==> src/rtl/ham_dec_arbiter_pkg.sv <==
//------------------------------------------------------------------------------
// ham_dec_arbiter_pkg : shared FSM state type and Hamming(7,4) widths
// Revision: 1.0
//------------------------------------------------------------------------------
`default_nettype none

package ham_dec_arbiter_pkg;

  localparam int CODE_W = 7;
  localparam int DATA_W = 4;
  localparam int SYN_W  = 3;

  typedef enum logic [1:0] {
    IDLE   = 2'd0,
    DECODE = 2'd1,
    HOLD   = 2'd2
  } state_t;

endpackage

`default_nettype wire

==> src/rtl/ham_decoder.sv <==
//------------------------------------------------------------------------------
// ham_decoder : combinational Hamming(7,4) syndrome and single-bit correction
// Revision: 1.0
//------------------------------------------------------------------------------
`default_nettype none

module ham_decoder
  import ham_dec_arbiter_pkg::*;
(
  input  logic [CODE_W-1:0] i_code,
  output logic [SYN_W-1:0]  o_syn,
  output logic [DATA_W-1:0] o_data
);

  logic [CODE_W-1:0] w_fixed;

  assign o_syn = {i_code[3] ^ i_code[4] ^ i_code[5] ^ i_code[6],
                  i_code[1] ^ i_code[2] ^ i_code[5] ^ i_code[6],
                  i_code[0] ^ i_code[2] ^ i_code[4] ^ i_code[6]};

  // Syndrome is the 1-based position of the flipped bit; zero leaves the word as is.
  always_comb begin
    w_fixed = i_code;
    for (int i = 0; i < CODE_W; i++) begin
      w_fixed[i] = i_code[i] ^ (o_syn == SYN_W'(i + 1));
    end
  end

  assign o_data = {w_fixed[6], w_fixed[5], w_fixed[4], w_fixed[2]};

endmodule

`default_nettype wire

==> src/rtl/ham_dec_arbiter.sv <==
//------------------------------------------------------------------------------
// ham_dec_arbiter : two-requester round-robin front end for a Hamming(7,4) decoder
// Revision: 1.0
//------------------------------------------------------------------------------
`default_nettype none

module ham_dec_arbiter
  import ham_dec_arbiter_pkg::*;
#(
  parameter int CNT_W = 8
)(
  input  logic              clk,
  input  logic              rst,
  input  logic [1:0]        req_valid,
  input  logic [6:0]        req_code0,
  input  logic [6:0]        req_code1,
  output logic [1:0]        req_ready,
  output logic              out_valid,
  input  logic              out_ready,
  output logic [3:0]        out_data,
  output logic [2:0]        out_syn,
  output logic              out_src,
  output logic              out_err,
  output logic [CNT_W-1:0]  err_cnt,
  input  logic              cnt_clr
);

  state_t              r_state;
  state_t              w_state_nxt;
  logic                r_last_grant;
  logic [CODE_W-1:0]   r_code;
  logic                r_src;
  logic [DATA_W-1:0]   r_out_data;
  logic [SYN_W-1:0]    r_out_syn;
  logic                r_out_src;
  logic                r_out_err;
  logic [CNT_W-1:0]    r_err_cnt;

  logic                w_grant;
  logic                w_grant_idx;
  logic [1:0]          w_req_ready;
  logic [CODE_W-1:0]   w_sel_code;
  logic [SYN_W-1:0]    w_syn;
  logic [DATA_W-1:0]   w_data;

  // A tie goes to whoever did not win last; a lone request always wins.
  assign w_grant_idx = (&req_valid) ? ~r_last_grant : req_valid[1];
  assign w_sel_code  = w_grant_idx ? req_code1 : req_code0;

  ham_decoder u_dec (
    .i_code (r_code),
    .o_syn  (w_syn),
    .o_data (w_data)
  );

  always_ff @(posedge clk or posedge rst) begin
    if (rst) begin
      r_state <= IDLE;
    end else begin
      r_state <= w_state_nxt;
    end
  end

  always_comb begin
    w_state_nxt = r_state;
    w_req_ready = 2'b00;
    w_grant     = 1'b0;
    unique case (r_state)
      IDLE: begin
        if (|req_valid) begin
          w_grant     = 1'b1;
          w_req_ready = w_grant_idx ? 2'b10 : 2'b01;
          w_state_nxt = DECODE;
        end
      end
      DECODE: w_state_nxt = HOLD;
      HOLD: begin
        if (out_ready) begin
          w_state_nxt = IDLE;
        end
      end
      default: w_state_nxt = IDLE;
    endcase
  end

  always_ff @(posedge clk or posedge rst) begin
    if (rst) begin
      r_last_grant <= 1'b1;
      r_code       <= '0;
      r_src        <= 1'b0;
      r_out_data   <= '0;
      r_out_syn    <= '0;
      r_out_src    <= 1'b0;
      r_out_err    <= 1'b0;
      r_err_cnt    <= '0;
    end else begin
      if (w_grant) begin
        r_code       <= w_sel_code;
        r_src        <= w_grant_idx;
        r_last_grant <= w_grant_idx;
      end
      if (r_state == DECODE) begin
        r_out_data <= w_data;
        r_out_syn  <= w_syn;
        r_out_src  <= r_src;
        r_out_err  <= |w_syn;
      end
      // Clear has priority over a same-cycle increment; the count sticks at all-ones.
      if (cnt_clr) begin
        r_err_cnt <= '0;
      end else if ((r_state == DECODE) && (|w_syn) && (r_err_cnt != {CNT_W{1'b1}})) begin
        r_err_cnt <= r_err_cnt + CNT_W'(1);
      end
    end
  end

  assign req_ready = w_req_ready;
  assign out_valid = (r_state == HOLD);
  assign out_data  = r_out_data;
  assign out_syn   = r_out_syn;
  assign out_src   = r_out_src;
  assign out_err   = r_out_err;
  assign err_cnt   = r_err_cnt;

endmodule

`default_nettype wire

==> config.mk <==
export PLATFORM = sky130hd
export DESIGN_NAME = ham_dec_arbiter
export DESIGN_NICKNAME = d
export VERILOG_FILES = /design/src/rtl/ham_dec_arbiter_pkg.sv /design/src/rtl/ham_decoder.sv /design/src/rtl/ham_dec_arbiter.sv
export SDC_FILE = /design/constraint.sdc
export NUM_CORES = 1
export LEC_CHECK = 0
export BUFFER_PORTS_ARGS = -buffer_cell sky130_fd_sc_hd__buf_2
export CAP_MARGIN = 20
export CORE_MARGIN = 5
export CORE_UTILIZATION = 52
export DETAILED_ROUTE_END_ITERATION = 12
export HOLD_SLACK_MARGIN = 0.02
export PLACE_DENSITY = 0.75
export SLEW_MARGIN = 20
export SYNTH_ARGS = -nofsm -noshare
export SYNTH_HDL_FRONTEND = slang
export SYNTH_HIERARCHICAL = 1
export SYNTH_SLANG_ARGS = --single-unit
==> constraint.sdc <==
create_clock -name clk -period 2.53 [get_ports clk]
set_input_delay 0 -clock clk [delete_from_list [all_inputs] [get_ports clk]]
set_output_delay 0 -clock clk [all_outputs]
set_load 0.05 [all_outputs]
==> results of run 1 <==
==> placed cells by master (no fill, tap or decap), types with 2 or more instances in the layout <==
cell	instances
nand2_1	37
and3_1	3
inv_1	3
buf_2	39
mux2i_1	8
a21o_1	2
or3_1	5
a21oi_1	4
dlygate4sd3_1	17
clkbuf_4	4
o21ai_0	11
nor3_1	2
xnor2_1	11
xor2_1	7
dfrtp_1	27
nand3_1	5
nor2_1	8
==> logic make-up (layout without fill, tap and decap cells) <==
| logic type | count (synthesis) | in the layout | share of synthesized area, % |
|---|---|---|---|
| fa+ha+maj | 1 | 1 | 0.7799 |
| flops | 28 | 28 | 43.76 |
| simple gates | 69 | 69 | 20.75 |
| buf+inv | 13 | 66 | 4.289 |
| xor+xnor | 20 | 20 | 12.56 |
| compound gates | 28 | 28 | 11.93 |
| mux | 9 | 9 | 5.928 |
==> cell type report <==
class | instances | share of cell area [%]
Multi-Input combinational cell | 127 | 41.50
Timing Repair Buffer | 58 | 18.94
Tap cell | 33 | 2.056
Clock buffer | 4 | 1.807
Sequential cell | 28 | 34.95
Inverter | 4 | 0.7477
==> critical path: stages, from the launching register on <==
cell and delay (ns):
dfrtp_1 0.61, xor2_1 0.37, xnor2_1 0.19, or3_1 0.25
o2111ai_2 0.20, or3_1 0.34, a21oi_1 0.15
==> metrics by stage <==
step / power [mW] / utilization, % / instances / setup slack, ns
2_1_floorplan: 2.187 / - / 168 / 0.6177
3_3_place_gp: 2.401 / 59.75 / 232 / 0.4491
3_5_place_dp: 2.443 / 59.75 / 232 / 0.3962
4_1_cts: 2.693 / 66.63 / 253 / 0.3582
5_1_grt: 2.927 / 66.88 / 254 / 0.1652
6_report: 2.700 / 66.88 / 254 / 0.3470
==> state kept, by name, indices dropped and copies added, names as in the netlist <==
register	flops
r_last_grant	1
out_src	1
out_data	4
err_cnt	8
out_err	1
r_state	2
r_src	1
out_syn	3
r_code	7
==> how the worst min path moves through the flow <==
stage,startpoint,endpoint,slack (ns),cells after the start
after floorplan,rst,err_cnt[0],0.06,1
after global placement,out_ready,r_state[1],0.20,2
after detailed placement,out_ready,r_state[1],0.20,2
after CTS,req_valid[0],r_state[0],0.20,3
after global routing,req_valid[0],r_last_grant,0.04,3
final,req_valid[0],r_last_grant,0.04,3
==> metal layers <==
layer  track usage (%)  vias to the layer above  routed length (um)
li1                  -                      677                   -
met1             22.13                      613                1495
met2             28.82                       40                1562
met3             2.222                        6                 134
met4             3.627                        0                  61
met5                 0                        -                   0
==> power by group <==
part | switching (mW) | internal, mW | total, mW
logic | 1.01 | 0.651 | 1.66
clock network | 0.132 | 0.0879 | 0.220
registers | 0.207 | 0.617 | 0.824
==> timing repair <==
item / in CTS / in global routing
endpoints found under the hold margin: 43 / 0
resized for setup: 0 / 0
hold buffers: 17 / 0
==> impl_metrics.ini, run 1 <==
[logic_synthesis]
synth_nets = 189
async_reset_ff_share_pct = 100.0
syn_avg_cell_area_sq_um = 9.548
yosysUniqueCellTypes = 44
netlist_instances = 168
yosysTopAreaCell = dfrtp_1
ys_seq_area_share_pct = 43.76
synth_area_sq_mm = 0.001604
yosysMostFrequentCell = nand2_1
synth_edf_count = 0
synthTopCellsByCount = nand2_1, dfrtp_1, o21ai_0, xnor2_1
synthTopCellsByArea = dfrtp_1, nand2_1, xnor2_1
synth-main-ff-cell = dfrtp_1
synth_warnings = 6
synth.top_cell.area_share_pct = 42.12
ys_seq_elements = 28

[timing]
finalHoldViolCount = 0
tightest_slew_ns = 0.5743
grt_setup_unrepaired = false
setup_tns_ns = 0
slew_violations = 0
final-setup-viol-count = 0
fin_crit_sh_pct = 86.29
clock_skew_ns = 0.005889
relSlewSlack_pct = 61.66
worst_hold_slack_ns = 0.03925
fmax_ghz = 0.4581
layout_min_cycle_time_ns = 2.183

[floorplan]
row_count = 20
die_w_um = 65.54
initial_utilization_pct = 53.42
die_y_um = 65.54
die_area_sq_mm = 0.004295
num_io_pins = 40
core_sq_mm = 0.003003

[setup_path]
cp_max_fo = 6
critPathCaptureType = flop
startpoint_type = flop
cp.required_ns = 2.79
reg2reg_to = err_cnt[5]
rrSetupSlack_ns = 0.35
startpoint = r_code[6]
critical_path_class = flop to flop
worst_ep_arrival_time_ns = 2.44
endpoint = err_cnt[5]
r2r-start = r_code[6]
r2r_cells = 6

[cells_and_area]
layout.nets = 243
area_growth_pct = 25.20
num_antenna_cells = 0
final_cell_area_sq_mm = 0.002008
fill_cells = 248
register_area_sq_um = 701.9
drive_above_1_share_pct = 24.89
multi_input_comb_area_sq_um = 833.3

[grt]
antenna_found_initial = 0
grt_max_degree = 29
grt_pass1_vias = 1328
grt_pass1_wl_um = 5754
grt_overflow = 0
grt.total_usage_pct = 16.65

[outcome]
outcome = finished clean

[place]
placedInstanceArea_sq_mm = 0.001794
place.gp.congestion = 0.8404
port_buffers = 39
dp_hpwl_um = 2402

[pwr]
leakagePower_nw = 1.032
power_density_mw_per_mm2 = 1345
vdd.ir_drop.worst_uv = 657.8

[detailed_routing]
wl_per_cell_um = 12.81
viasPerCell = 5.260
drt_iter0_drc = 44
drt-total-wl_um = 3254
route.antenna.remaining_nets = 0
vias = 1336
first_pass_iters = 4
drc = 0

[cts]
h-tree-depth = 1
clockRootBuffer = clkbuf_4
clock_tree.buffer_depth = 2
post_cts_buffers = 0
clkSlewWorstSetupHoldPaths_ns = 0.16
clock_latency_ns = 0.32
cts_tree = built
cts_buffers = 3
cts_sinks = 28

[flow_run]
cap_violations = 0

[worst_hold_path]
hold_path_class = input pin to flop
Power figures use the tool's default switching activity.
==> run 2, diff against run 1 <==
MAX_ROUTING_LAYER = met4   (was unset)
==> run 2 against run 1 <==
Net effect: utilization rose by 0.42 points; wire length is 7.2% higher; register-to-register slack improved by 0.02 ns; largest power group unchanged; highest routed layer unchanged; first-iteration DRC count is 80% higher; cell count is 0.39% lower.
==> impl_metrics.ini, run 2 (synthesis results as in run 1) <==
[outcome]
outcome = finished clean

[detailed_routing]
first_pass_iters = 4
wl_per_cell_um = 13.78
vias = 1335
viasPerCell = 5.277
drt-total-wl_um = 3487
drt_iter0_drc = 79
route.antenna.remaining_nets = 0
drc = 0

[cells_and_area]
num_antenna_cells = 0
multi_input_comb_area_sq_um = 837.1
register_area_sq_um = 701.9
layout_common_cells = buf_2, nand2_1, dfrtp_1
fill_cells = 275
final_cell_area_sq_mm = 0.002021
final_common_cell = buf_2
area_growth_pct = 25.98
drive_above_1_share_pct = 25.00
largest_reg_flops = 8
layout.nets = 242
final_cell_count_no_fill = 253
utilization_pct = 67.29

[place]
place_inst = 232
port_buffers = 39
dp_hpwl_um = 2500
place_ws_ns = 0.3836
placedInstanceArea_sq_mm = 0.001794
place.gp.congestion = 0.8402

[cts]
h-tree-depth = 1
clockRootBuffer = clkbuf_4
cts_buffers = 3
cts_tree = built
clock_latency_ns = 0.32
clkSlewWorstSetupHoldPaths_ns = 0.16
clock_tree.buffer_depth = 2
cts_resized = 0
cts_sinks = 28

[floorplan]
die_w_um = 65.54
die_y_um = 65.54
row_count = 20
initial_utilization_pct = 53.42
core_sq_mm = 0.003003
num_io_pins = 40
die_area_sq_mm = 0.004295

[setup_path]
cpMostUsedCell = or3_1
reg2reg_to = err_cnt[7]
critical_path_class = flop to flop
cp_max_fo = 6
cp_slowest_cell = dfrtp_1
max_stage_delay_ns = 0.61
r2r-start = r_code[6]
path_cells = xor2_1, xnor2_1, or3_1, o2111ai_2, or3_1, a21oi_1
rrSetupSlack_ns = 0.36
r2r_cells = 6
startpoint_type = flop
critPathCaptureType = flop
cp.required_ns = 2.79
worst_ep_arrival_time_ns = 2.43

[worst_hold_path]
worstHoldStart = req_valid[1]
hold_path_class = input pin to flop
worstHoldEndpoint = r_state[0]
hold_path_depth = 3

[timing]
setup_ws_ns = 0.3638
tightest_slew_ns = 0.6256
fmax_ghz = 0.4616
relSlewSlack_pct = 58.29
layout_min_cycle_time_ns = 2.166
worst_hold_slack_ns = 0.07920
final-setup-viol-count = 0
fin_crit_sh_pct = 85.62
slew_violations = 0
setup_tns_ns = 0
finalHoldViolCount = 0
clock_skew_ns = 0.002694
grt_setup_unrepaired = false

[pwr]
power_mw = 2.766
power_density_mw_per_mm2 = 1369
leakagePower_nw = 1.035
vdd.ir_drop.worst_uv = 601.3

[flow_run]
cap_violations = 0

[grt]
grt.total_usage_pct = 18.73
grtUsageMet3_pct = 2.393
grt_max_degree = 29
grt_overflow = 0
busiest_layer = met2
antenna_found_initial = 0
grt_pass1_vias = 1398
use_met2_pct = 34.26
grt_pass1_wl_um = 6230
use_met1_pct = 22.94
==> run 2: changes by cell type in the layout (fill, tap and decap cells not counted), sizes merged <==
cell / change
bufinv: +1
clkbuf: -2
==> run 2: timing repair <==
| action | 4_1_cts | 5_1_grt |
|---|---|---|
| setup buffers | 0 | 0 |
| setup endpoints to repair | 0 | 0 |
| endpoints found under the hold margin | 43 | 0 |
| hold buffers | 17 | 0 |
==> run 2: cell type report <==
| class | count | area share [%] |
|---|---|---|
| Multi-Input combinational cell | 127 | 41.42 |
| Tap cell | 33 | 2.043 |
| Clock buffer | 3 | 1.115 |
| Inverter | 4 | 0.7430 |
| Clock inverter | 1 | 1.486 |
| Timing Repair Buffer | 57 | 18.45 |
| Sequential cell | 28 | 34.74 |
==> run 2: layer usage <==
layer | share of wire (%) | wire length (um) | up-vias
met1 | 42 | 1469 | 627
met4 | 0.17 | 6 | 0
met3 | 4.4 | 154 | 2
met5 | 0 | 0 | -
met2 | 53 | 1856 | 38
li1 | - | - | 668
==> run 2: report_power, final <==
part | leakage [nW] | internal, mW | total [mW] | switching (mW)
sequential | 0.357 | 0.617 | 0.820 | 0.203
clock | 0.0279 | 0.160 | 0.294 | 0.134
combinational | 0.651 | 0.644 | 1.65 | 1.01
total | 1.04 | 1.42 | 2.77 | 1.34
==> run 2: how the worst max path moves through the flow <==
stage | startpoint | end | slack [ns] | cells past startpoint
after CTS | r_code[6] | err_cnt[6] | 0.36 | 6
final | r_code[6] | err_cnt[7] | 0.36 | 6
after global placement | r_code[6] | err_cnt[6] | 0.45 | 6
after floorplan | r_code[6] | err_cnt[6] | 0.62 | 7
after detailed placement | r_code[6] | err_cnt[6] | 0.38 | 6
after global routing | r_code[6] | err_cnt[7] | 0.14 | 6
==> run 2: critical path: cells and delay by family, from the launching register on <==
kind	cells	cell delay, ns
flip-flops	1	0.61
XOR/XNOR	2	0.55
AO/OA/AOI/OAI	2	0.35
AND/OR/NAND/NOR	2	0.60
==> run 3, diff against run 2 <==
CORE_MARGIN = unset   (was 5)
RECOVER_POWER = 100   (was unset)
==> run 3 against run 2 <==
Net effect: the run now ends with design-rule violations, max-capacitance violations, max-slew violations left; sequential share of layout area rose by 0.77 points; clock power is essentially flat; final area down 2.2%; worst hold slack gained 0.29 ns; maximum frequency is 2.5% lower; non-clock buffer count unchanged; power shrank 1.2%; clock skew grew 0.011 ns; critical path type unchanged.
==> impl_metrics.ini, run 3 (synthesis results as in run 1) <==
[timing]
final-setup-viol-count = 0
tightest_slew_ns = 1.529
setup_ws_ns = 0.3085
grt_setup_unrepaired = false
finalHoldViolCount = 0
layout_min_cycle_time_ns = 2.222
slew_violations = 19
relSlewSlack_pct = -2.995
clock_skew_ns = 0.01403
fin_crit_sh_pct = 87.81
setup_tns_ns = 0
fmax_ghz = 0.4501

[setup_path]
startpoint_type = flop
cp_max_fo = 6
cp.required_ns = 2.80
r2r-start = r_code[6]
r2r_cells = 6
rrSetupSlack_ns = 0.31
reg2reg_to = err_cnt[7]
critPathCaptureType = flop
critical_path_class = flop to flop
worst_ep_arrival_time_ns = 2.50

[grt]
grt_pass1_vias = 1336
grt.total_usage_pct = 22.82
antenna_found_initial = 0
grt_pass1_wl_um = 5699
grt_max_degree = 29
grt_overflow = 0

[cells_and_area]
area_growth_pct = 23.25
utilization_pct = 69.88
largest_reg_flops = 8
final_cell_area_sq_mm = 0.001977
layout_common_cells = nand2_1, dfrtp_1, clkbuf_1
num_antenna_cells = 0
layout.nets = 242
final_common_cell = nand2_1
drive_above_1_share_pct = 14.09

[place]
place_ws_ns = 0.3619
placedInstanceArea_sq_mm = 0.001792
dp_hpwl_um = 2331
place.gp.congestion = 0.7784
port_buffers = 39

[detailed_routing]
wl_per_cell_um = 13.35
drt-total-wl_um = 3352
drt_iter0_drc = 29
route.antenna.remaining_nets = 0
drc = 3
first_pass_iters = 8
vias = 1350
viasPerCell = 5.378

[flow_run]
cap_violations = 1

[cts]
post_cts_buffers = 0
clock_latency_ns = 0.33
clockRootBuffer = clkbuf_4
cts_resized = 0
clock_tree.buffer_depth = 2
h-tree-depth = 1
clkSlewWorstSetupHoldPaths_ns = 0.16
cts_hold_buf = 17
cts_tree = built
cts_sinks = 28
cts_buffers = 3

[pwr]
power_density_mw_per_mm2 = 1382
power_mw = 2.733
vdd.ir_drop.worst_uv = 924.4
leakagePower_nw = 0.9548

[worst_hold_path]
hold_path_depth = 3
hold_path_class = input pin to flop
worstHoldEndpoint = r_state[1]
worstHoldStart = out_ready

[floorplan]
die_w_um = 57.54
die_y_um = 57.54
initial_utilization_pct = 56.70
row_count = 19
core_sq_mm = 0.002829
die_area_sq_mm = 0.003311
num_io_pins = 40

[outcome]
outcome = finished, violations left
failed_checks = design-rule violations, max-capacitance violations, max-slew violations
-- run 3: changes by cell type in the layout (fill, tap and decap cells not counted), sizes merged --
| cell | before | now |
|---|---|---|
| clkbuf | 3 | 24 |
| buf | 40 | 19 |
-- run 3: area by class of cell --
class / count / area, sq um
fill: 226 / 852.1
inverter: 4 / 15.01
multi-input combinational: 127 / 823.3
clock inverter: 1 / 30.03
sequential: 28 / 701.9
tap: 31 / 38.79
timing repair buffer: 57 / 345.3
clock buffer: 3 / 22.52
-- run 3: worst max path at each step --
stage	endpoint	startpoint
floorplan	err_cnt[6]	r_code[6]
CTS	err_cnt[7]	r_code[6]
detailed placement	err_cnt[7]	r_code[6]
global placement	err_cnt[6]	r_code[6]
finish	err_cnt[7]	r_code[6]
global route	err_cnt[7]	r_code[6]
-- run 3: power by group --
part | internal (mW) | switching (mW) | total [mW] | leakage (nW)
Clock | 0.160 | 0.137 | 0.297 | 0.0279
Combinational | 0.596 | 1.01 | 1.61 | 0.570
Sequential | 0.618 | 0.207 | 0.825 | 0.357
Total | 1.37 | 1.36 | 2.73 | 0.955
-- run 3: per-layer routing --
layer | GRT usage, % | wire (um) | share of wire (%) | vias to the layer above
met1 | 27.41 | 1518 | 45 | 644
met2 | 40.70 | 1703 | 51 | 35
li1 | - | - | - | 669
met3 | 2.041 | 111 | 3.3 | 2
met4 | 6.272 | 19 | 0.57 | 0
met5 | - | 0 | 0 | -
-- run 3: worst max-delay path, stage by stage, from the launching register on --
cell       delay, ns
dfrtp_1         0.61
xor2_1          0.36
xnor2_1         0.19
or3_1           0.25
o2111ai_1       0.24
or3_1           0.36
a21oi_1         0.16
-- run 3: metrics by stage --
stage / hold slack [ns] / instances
5_1_grt: 0.3699 / 251
3_3_place_gp: 0.1976 / 230
6_report: 0.3684 / 251
4_1_cts: 0.1860 / 251
3_5_place_dp: 0.2031 / 230
2_1_floorplan: 0.06467 / 168
